## src/rtl/scr1_imem_ahb_flush_if.sv

```systemverilog
// Bundle of the IMEM fetch port and the instruction AHB-Lite bus for
// scr1_imem_ahb_flush.
//
// Handshake: a fetch is transferred on a cycle where imem_req and
// imem_req_ack are both high. imem_req_ack never depends on imem_req.
// On AHB, an address phase is accepted on the cycle where htrans is NONSEQ
// and hready is high. The data phase completes on the first later cycle
// with hready high. imem_resp reports RDY_OK/RDY_ER for exactly one cycle
// per completed, unflushed fetch.
interface scr1_imem_ahb_flush_if #(
    parameter int AHB_WIDTH = 32
);
    logic                 imem_req;
    logic [AHB_WIDTH-1:0] imem_addr;
    logic                 imem_flush;
    logic                 imem_req_ack;
    logic [AHB_WIDTH-1:0] imem_rdata;
    logic [1:0]           imem_resp;
    logic [3:0]           hprot;
    logic [2:0]           hburst;
    logic [2:0]           hsize;
    logic                 hmastlock;
    logic [1:0]           htrans;
    logic [AHB_WIDTH-1:0] haddr;
    logic                 hready;
    logic [AHB_WIDTH-1:0] hrdata;
    logic                 hresp;

    // Bridge side: consumes core requests and bus responses.
    modport master (
        input  imem_req, imem_addr, imem_flush, hready, hrdata, hresp,
        output imem_req_ack, imem_rdata, imem_resp, hprot, hburst, hsize,
        output hmastlock, htrans, haddr
    );

    // Environment side: core plus AHB slave.
    modport slave (
        output imem_req, imem_addr, imem_flush, hready, hrdata, hresp,
        input  imem_req_ack, imem_rdata, imem_resp, hprot, hburst, hsize,
        input  hmastlock, htrans, haddr
    );
endinterface

```

## src/rtl/scr1_imem_ahb_flush.sv

```systemverilog
// IMEM to AHB-Lite fetch bridge with a request FIFO, an optional registered
// response path and a flush that discards queued and in-flight fetches.
module scr1_imem_ahb_flush #(
    parameter int AHB_WIDTH = 32,
    parameter int REQ_DEPTH = 2,
    parameter int RESP_REG  = 1
) (
    input  logic                  clk,
    input  logic                  rst_n,
    scr1_imem_ahb_flush_if.master bus,
    output logic                  dbg_fsm
);
    localparam int             CW       = $clog2(REQ_DEPTH + 1);
    localparam logic [CW-1:0]  FULL_CNT = CW'(REQ_DEPTH);
    localparam logic [0:0]     ST_ADDR  = 1'b0;
    localparam logic [0:0]     ST_DATA  = 1'b1;
    localparam logic [1:0]     HT_IDLE  = 2'b00;
    localparam logic [1:0]     HT_NSEQ  = 2'b10;

    logic [0:0]           fsm, fsm_d;
    logic [CW-1:0]        cnt, cnt_d, wr_idx;
    logic [AHB_WIDTH-1:0] fifo_q [REQ_DEPTH];
    logic [AHB_WIDTH-1:0] fifo_d [REQ_DEPTH];
    logic                 drop_r;
    logic                 fifo_empty, fifo_full;
    logic                 wr, pop, issue, resp_fire;

    assign fifo_empty = (cnt == '0);
    assign fifo_full  = (cnt == FULL_CNT);

    // A full FIFO refuses writes even when a pop happens in the same cycle.
    assign bus.imem_req_ack = ~fifo_full & ~bus.imem_flush;
    assign wr               = bus.imem_req & bus.imem_req_ack;
    assign pop              = issue & bus.hready;

    assign bus.hprot     = 4'b0000;
    assign bus.hburst    = 3'b000;
    assign bus.hsize     = 3'b010;
    assign bus.hmastlock = 1'b0;
    assign bus.htrans    = issue ? HT_NSEQ : HT_IDLE;
    assign bus.haddr     = fifo_q[0];
    assign dbg_fsm       = fsm[0];

    // Decide whether the FIFO head goes out as an address phase this cycle.
    always_comb begin
        issue = 1'b0;
        fsm_d = fsm;
        case (fsm)
            ST_ADDR: begin
                issue = ~fifo_empty & ~bus.imem_flush;
                if (issue && bus.hready) fsm_d = ST_DATA;
            end
            ST_DATA: begin
                // An ERROR completion never pipelines; queued entries go out from ADDR.
                if (bus.hready) begin
                    if (!bus.hresp) issue = ~fifo_empty & ~bus.imem_flush;
                    fsm_d = issue ? ST_DATA : ST_ADDR;
                end
            end
            default: fsm_d = ST_ADDR;
        endcase
    end

    // Next FIFO contents: shift on pop, new entry lands behind the survivors.
    always_comb begin
        fifo_d = fifo_q;
        wr_idx = cnt - CW'(pop);
        if (pop) begin
            for (int i = 0; i < REQ_DEPTH - 1; i++) fifo_d[i] = fifo_q[i + 1];
        end
        if (wr) begin
            for (int i = 0; i < REQ_DEPTH; i++) begin
                if (wr_idx == CW'(i)) fifo_d[i] = bus.imem_addr;
            end
        end
        cnt_d = bus.imem_flush ? '0 : (cnt + CW'(wr) - CW'(pop));
    end

    // FSM, occupancy and FIFO storage.
    always_ff @(posedge clk) begin
        if (!rst_n) begin
            fsm <= ST_ADDR;
            cnt <= '0;
            for (int i = 0; i < REQ_DEPTH; i++) fifo_q[i] <= '0;
        end else begin
            fsm    <= fsm_d;
            cnt    <= cnt_d;
            fifo_q <= fifo_d;
        end
    end

    // Remember that a stalled data phase was flushed so its response is swallowed.
    always_ff @(posedge clk) begin
        if (!rst_n) begin
            drop_r <= 1'b0;
        end else if (fsm == ST_DATA) begin
            if (bus.imem_flush && !bus.hready) drop_r <= 1'b1;
            else if (bus.hready)               drop_r <= 1'b0;
        end
    end

    assign resp_fire = (fsm == ST_DATA) & bus.hready & ~bus.imem_flush & ~drop_r;

    if (RESP_REG != 0) begin : g_resp_reg
        logic                 resp_valid_r;
        logic                 err_r;
        logic [AHB_WIDTH-1:0] rdata_r;

        // Capture the completing response; data holds between responses.
        always_ff @(posedge clk) begin
            if (!rst_n) begin
                resp_valid_r <= 1'b0;
                err_r        <= 1'b0;
                rdata_r      <= '0;
            end else begin
                resp_valid_r <= resp_fire;
                if (resp_fire) begin
                    err_r   <= bus.hresp;
                    rdata_r <= bus.hrdata;
                end
            end
        end

        assign bus.imem_resp  = resp_valid_r ? (err_r ? 2'b10 : 2'b01) : 2'b00;
        assign bus.imem_rdata = rdata_r;
    end else begin : g_resp_comb
        assign bus.imem_resp  = resp_fire ? (bus.hresp ? 2'b10 : 2'b01) : 2'b00;
        assign bus.imem_rdata = bus.hrdata;
    end
endmodule

```

## src/flat_wrapper.sv

```systemverilog
// flat-port wrapper written by rule: the top's interface ports become plain ports
module scr1_imem_ahb_flush_flat 
#(
    parameter int AHB_WIDTH = 32,
    parameter int REQ_DEPTH = 2,
    parameter int RESP_REG  = 1
)
  (clk, rst_n, dbg_fsm, bus_imem_req, bus_imem_addr, bus_imem_flush, bus_hready, bus_hrdata, bus_hresp, bus_imem_req_ack, bus_imem_rdata, bus_imem_resp, bus_hprot, bus_hburst, bus_hsize, bus_hmastlock, bus_htrans, bus_haddr);
  scr1_imem_ahb_flush_if #(.AHB_WIDTH(AHB_WIDTH)) bus_i ();
  input  logic clk;
  input  logic rst_n;
  output logic dbg_fsm;
  input wire logic [$bits(bus_i.imem_req)-1:0] bus_imem_req;
  input wire logic [$bits(bus_i.imem_addr)-1:0] bus_imem_addr;
  input wire logic [$bits(bus_i.imem_flush)-1:0] bus_imem_flush;
  input wire logic [$bits(bus_i.hready)-1:0] bus_hready;
  input wire logic [$bits(bus_i.hrdata)-1:0] bus_hrdata;
  input wire logic [$bits(bus_i.hresp)-1:0] bus_hresp;
  output wire logic [$bits(bus_i.imem_req_ack)-1:0] bus_imem_req_ack;
  output wire logic [$bits(bus_i.imem_rdata)-1:0] bus_imem_rdata;
  output wire logic [$bits(bus_i.imem_resp)-1:0] bus_imem_resp;
  output wire logic [$bits(bus_i.hprot)-1:0] bus_hprot;
  output wire logic [$bits(bus_i.hburst)-1:0] bus_hburst;
  output wire logic [$bits(bus_i.hsize)-1:0] bus_hsize;
  output wire logic [$bits(bus_i.hmastlock)-1:0] bus_hmastlock;
  output wire logic [$bits(bus_i.htrans)-1:0] bus_htrans;
  output wire logic [$bits(bus_i.haddr)-1:0] bus_haddr;
  assign bus_i.imem_req = bus_imem_req;
  assign bus_i.imem_addr = bus_imem_addr;
  assign bus_i.imem_flush = bus_imem_flush;
  assign bus_i.hready = bus_hready;
  assign bus_i.hrdata = bus_hrdata;
  assign bus_i.hresp = bus_hresp;
  assign bus_imem_req_ack = bus_i.imem_req_ack;
  assign bus_imem_rdata = bus_i.imem_rdata;
  assign bus_imem_resp = bus_i.imem_resp;
  assign bus_hprot = bus_i.hprot;
  assign bus_hburst = bus_i.hburst;
  assign bus_hsize = bus_i.hsize;
  assign bus_hmastlock = bus_i.hmastlock;
  assign bus_htrans = bus_i.htrans;
  assign bus_haddr = bus_i.haddr;
  scr1_imem_ahb_flush #(.AHB_WIDTH(AHB_WIDTH), .REQ_DEPTH(REQ_DEPTH), .RESP_REG(RESP_REG)) u_core (.clk(clk), .rst_n(rst_n), .bus(bus_i), .dbg_fsm(dbg_fsm));
endmodule
```

## config.mk

```make
export PLATFORM = sky130hd
export DESIGN_NAME = scr1_imem_ahb_flush_flat
export DESIGN_NICKNAME = d
export VERILOG_FILES = /design/src/rtl/scr1_imem_ahb_flush_if.sv /design/src/rtl/scr1_imem_ahb_flush.sv /design/src/flat_wrapper.sv
export SDC_FILE = /design/constraint.sdc
export NUM_CORES = 1
export LEC_CHECK = 0
export BUFFER_PORTS_ARGS = -buffer_cell sky130_fd_sc_hd__buf_2
export CAP_MARGIN = 10
export CELL_PAD_IN_SITES_DETAIL_PLACEMENT = 1
export CELL_PAD_IN_SITES_GLOBAL_PLACEMENT = 1
export CORE_ASPECT_RATIO = 0.8
export CORE_UTILIZATION = 33
export DETAILED_ROUTE_END_ITERATION = 8
export MAX_ROUTING_LAYER = met4
export PLACE_DENSITY_LB_ADDON = 0.1
export SYNTH_ARGS = -nofsm -noshare
export SYNTH_HDL_FRONTEND = slang
export SYNTH_SLANG_ARGS = --single-unit
```

## constraint.sdc

```tcl
create_clock -name clk -period 2.4 [get_ports clk]
set_clock_uncertainty 0.05 [all_clocks]
set_input_delay 0.48 -clock clk [delete_from_list [all_inputs] [get_ports clk]]
set_output_delay 0.48 -clock clk [all_outputs]
set_load 0.03 [all_outputs]
```

==> results by group <==
Status
  – Status: finished, final reports clean

Floorplanning
  – Die Y: 107.4 µm
  – Cell Rows: 38
  – Initial core utilization: 33.80%
  – I/O Pins: 151
  – Die Wd: 133.7 µm
  – Die Area: 14360 µm²
  – Area of the core: 13550 µm²

Drt
  – DRC: 0
  – Via-per-instance ratio: 4.845
  – Total wire length: 12370 µm
  – Antenna Violating Nets Remaining: 0
  – Drt first pass iters: 4
  – Detailed Route Iter0 Violations: 154
  – Routed WL per cell: 15.07 µm
  – Vias after detailed routing: 3978

Critical path
  – Worst R2R End: u_core.fifo_q[1]
  – Critical Path Start Type: flip-flop
  – Worst EP required: 2.64 ns
  – CP Capture Type: flip-flop
  – Crit path max fanout: 32
  – R2R depth: 7
  – Reg-to-Reg Start: u_core.dbg_fsm
  – Critical path class: reg -> reg
  – Reg2reg setup slack: 0.25 ns
  – CP Data Arrival Time: 2.38 ns

Power and ir drop
  – Cell area power density: 676.8 nW/µm²
  – Overall Power: 3.728 mW
  – Peak VDD IR: 331.7 µV
  – Leak Pwr: 2.222 nW

Clock tree
  – Root Buffer: clkbuf_16
  – TritonCTS buffer count: 9
  – CTS tree: built
  – Clk_lat worst skew: 0.36 ns
  – CTS resizes: 0
  – Setup Buffers After CTS: 0
  – Clock transition at path regs: 0.07 ns
  – Clock tree buffer depth: 2
  – Clk sinks: 102
  – CTS H-tree depth: 3
  – Hold-fix buffers, CTS: 0

Placement
  – Area post-placement: 5206 µm²
  – Hpwl dp: 8200 µm
  – Gpl congestion: 0.7310
  – Port-buffer cells: 138

Synth
  – Yosys reg bits: 102
  – Yosys cell types: 30
  – Leading area contributor after synthesis: dfxtp_1
  – YS warnings: 0
  – Top post-synthesis cells by area: dfxtp_1 (45%), nand2_1 (11%), buf_4 (7.4%)
  – Post-Syn Instances: 552
  – Post-synth top area share: 44.59%
  – Synth Cell Area: 4579 µm²
  – Mean post-synth cell area: 8.296 µm²
  – Seq/Total Area, Yosys: 44.59%

Flow run
  – Max-Cap Viols: 0

STA
  – Final Max Slew Viols: 0
  – Fmax: 0.4656 GHz
  – Period utilization: 89.50%
  – Tmin final: 2.148 ns
  – Final setup fails: 0
  – Hold Slack: 0.3081 ns
  – RSZ-0062 raised after global routing: false
  – Final Hold Vio Count: 0

GRT
  – All-Layer GR Usage: 18.61%
  – Gr ovfl total: 0
  – Largest net degree at the start of global routing: 77
  – Vias in the first global route: 4079
  – Initial antenna violation count: 1
  – First-pass GRT wire length: 20220 µm

Hold path
  – Hold_sp: bus_hrdata[22]
  – Hold crit path type: in -> reg
  – Hold path endpoint: u_core.bus.imem_rdata[22]
  – WHS Path Cells: 3

Layout
  – Final #Nets: 707
  – Area added between synthesis and finish: 20.30%
  – Post-route cell area: 5509 µm²
  – Fin util: 40.66%
  – Ratio of cells with drive above 1 in the final layout: 27.66%
[routing by layer]
metal	up-vias	track usage [%]	share of wire, %	routed length [µm]
met5	-	-	0	0
met4	0	6.331	1.4	176
met3	13	4.849	4.9	606
met2	85	29.35	46	5683
met1	1906	23.09	48	5908
li1	1974	-	-	-
[worst max-delay path, stage by stage, from the launching register on]
cell	delay, ns
dfxtp_1	0.31
a21bo_2	0.22
nor2_1	0.15
ha_1	0.23
nand3_1	0.14
a2111oi_4	0.44
buf_12	0.30
mux2i_1	0.22
[Yosys cell counts (all sizes together)]
library cell,n
and2,3
inv,3
o21ai,64
xor2,1
nor4bb,2
nand3,33
o21a,1
nand4bb,2
a31oi,32
o21bai,1
buf,52
clkbuf,39
a21oi,3
dfxtp,102
or2,1
a21boi,34
conb,2
and3b,1
o21ba,1
a21bo,1
nand2,133
a2111oi,1
nor2b,2
mux2i,32
nor2,3
ha,2
nand2b,1
[metrics by stage]
stage	worst slack [ns]	cells	TNS, ns
after floorplan	0.005651	562	0
after global placement	0.06452	804	0
after detailed placement	-0.04276	804	-0.7500
after CTS	0.2472	820	0
after global routing	0.05953	821	0
final	0.2521	821	0
[cell usage in the layout (no fill, tap or decap), types with 4 or more instances in the layout]
cell type,synthesis,final
a21boi_0,28,28
a21boi_1,6,5
a31oi_1,32,32
buf_12,0,4
buf_2,4,137
buf_4,45,12
clkbuf_16,0,9
conb_1,2,12
dfxtp_1,102,102
mux2i_1,32,32
nand2_1,133,133
nand3_1,33,33
o21ai_0,64,64
[cell families after synthesis]
group                    after synthesis  synth area share, %
AND/OR/NAND/NOR                      181                16.89
AO/OA/AOI/OAI                        138                18.63
flip-flops                           102                44.59
buffers and inverters                 94                11.99
multiplexers                          32                6.995
adder cells (fa/ha/maj)                2               0.5464
other                                  2               0.1640
XOR/XNOR                               1               0.1913
[final cells by class]
class                      count  area [µm²]
antenna                        1       2.502
inverter                       3       11.26
sequential                   102        2042
clock inverter                 6       61.31
clock buffer                  10       239.0
multi-input combinational    366        2072
fill                        1653        8041
timing repair buffer         153       855.8
tap                          180       225.2
[power by group]
group / switching (mW) / internal (mW) / total [mW]
Combinational: 0.306 / 0.156 / 0.462
Clock: 0.663 / 0.833 / 1.50
Sequential: 0.0250 / 1.74 / 1.77
[state kept, by name, summed over array words and instances, names as in the netlist]
register	cells
u_core.g_resp_reg.err_r	1
u_core.cnt	2
u_core.bus.haddr	32
u_core.dbg_fsm	1
u_core.drop_r	1
u_core.g_resp_reg.resp_valid_r	1
u_core.fifo_q	32
u_core.bus.imem_rdata	32
[worst max path at each step]
stage | slack, ns | to | startpoint
3_5_place_dp | -0.04 | u_core.fifo_q[2] | bus_hresp
6_report | 0.25 | u_core.fifo_q[1] | u_core.dbg_fsm
3_3_place_gp | 0.06 | u_core.fifo_q[16] | bus_hresp
5_1_grt | 0.06 | u_core.fifo_q[18] | u_core.dbg_fsm
4_1_cts | 0.25 | u_core.fifo_q[1] | u_core.dbg_fsm
2_1_floorplan | 0.006 | u_core.fifo_q[0] | bus_imem_flush
Power figures use the tool's default switching activity.
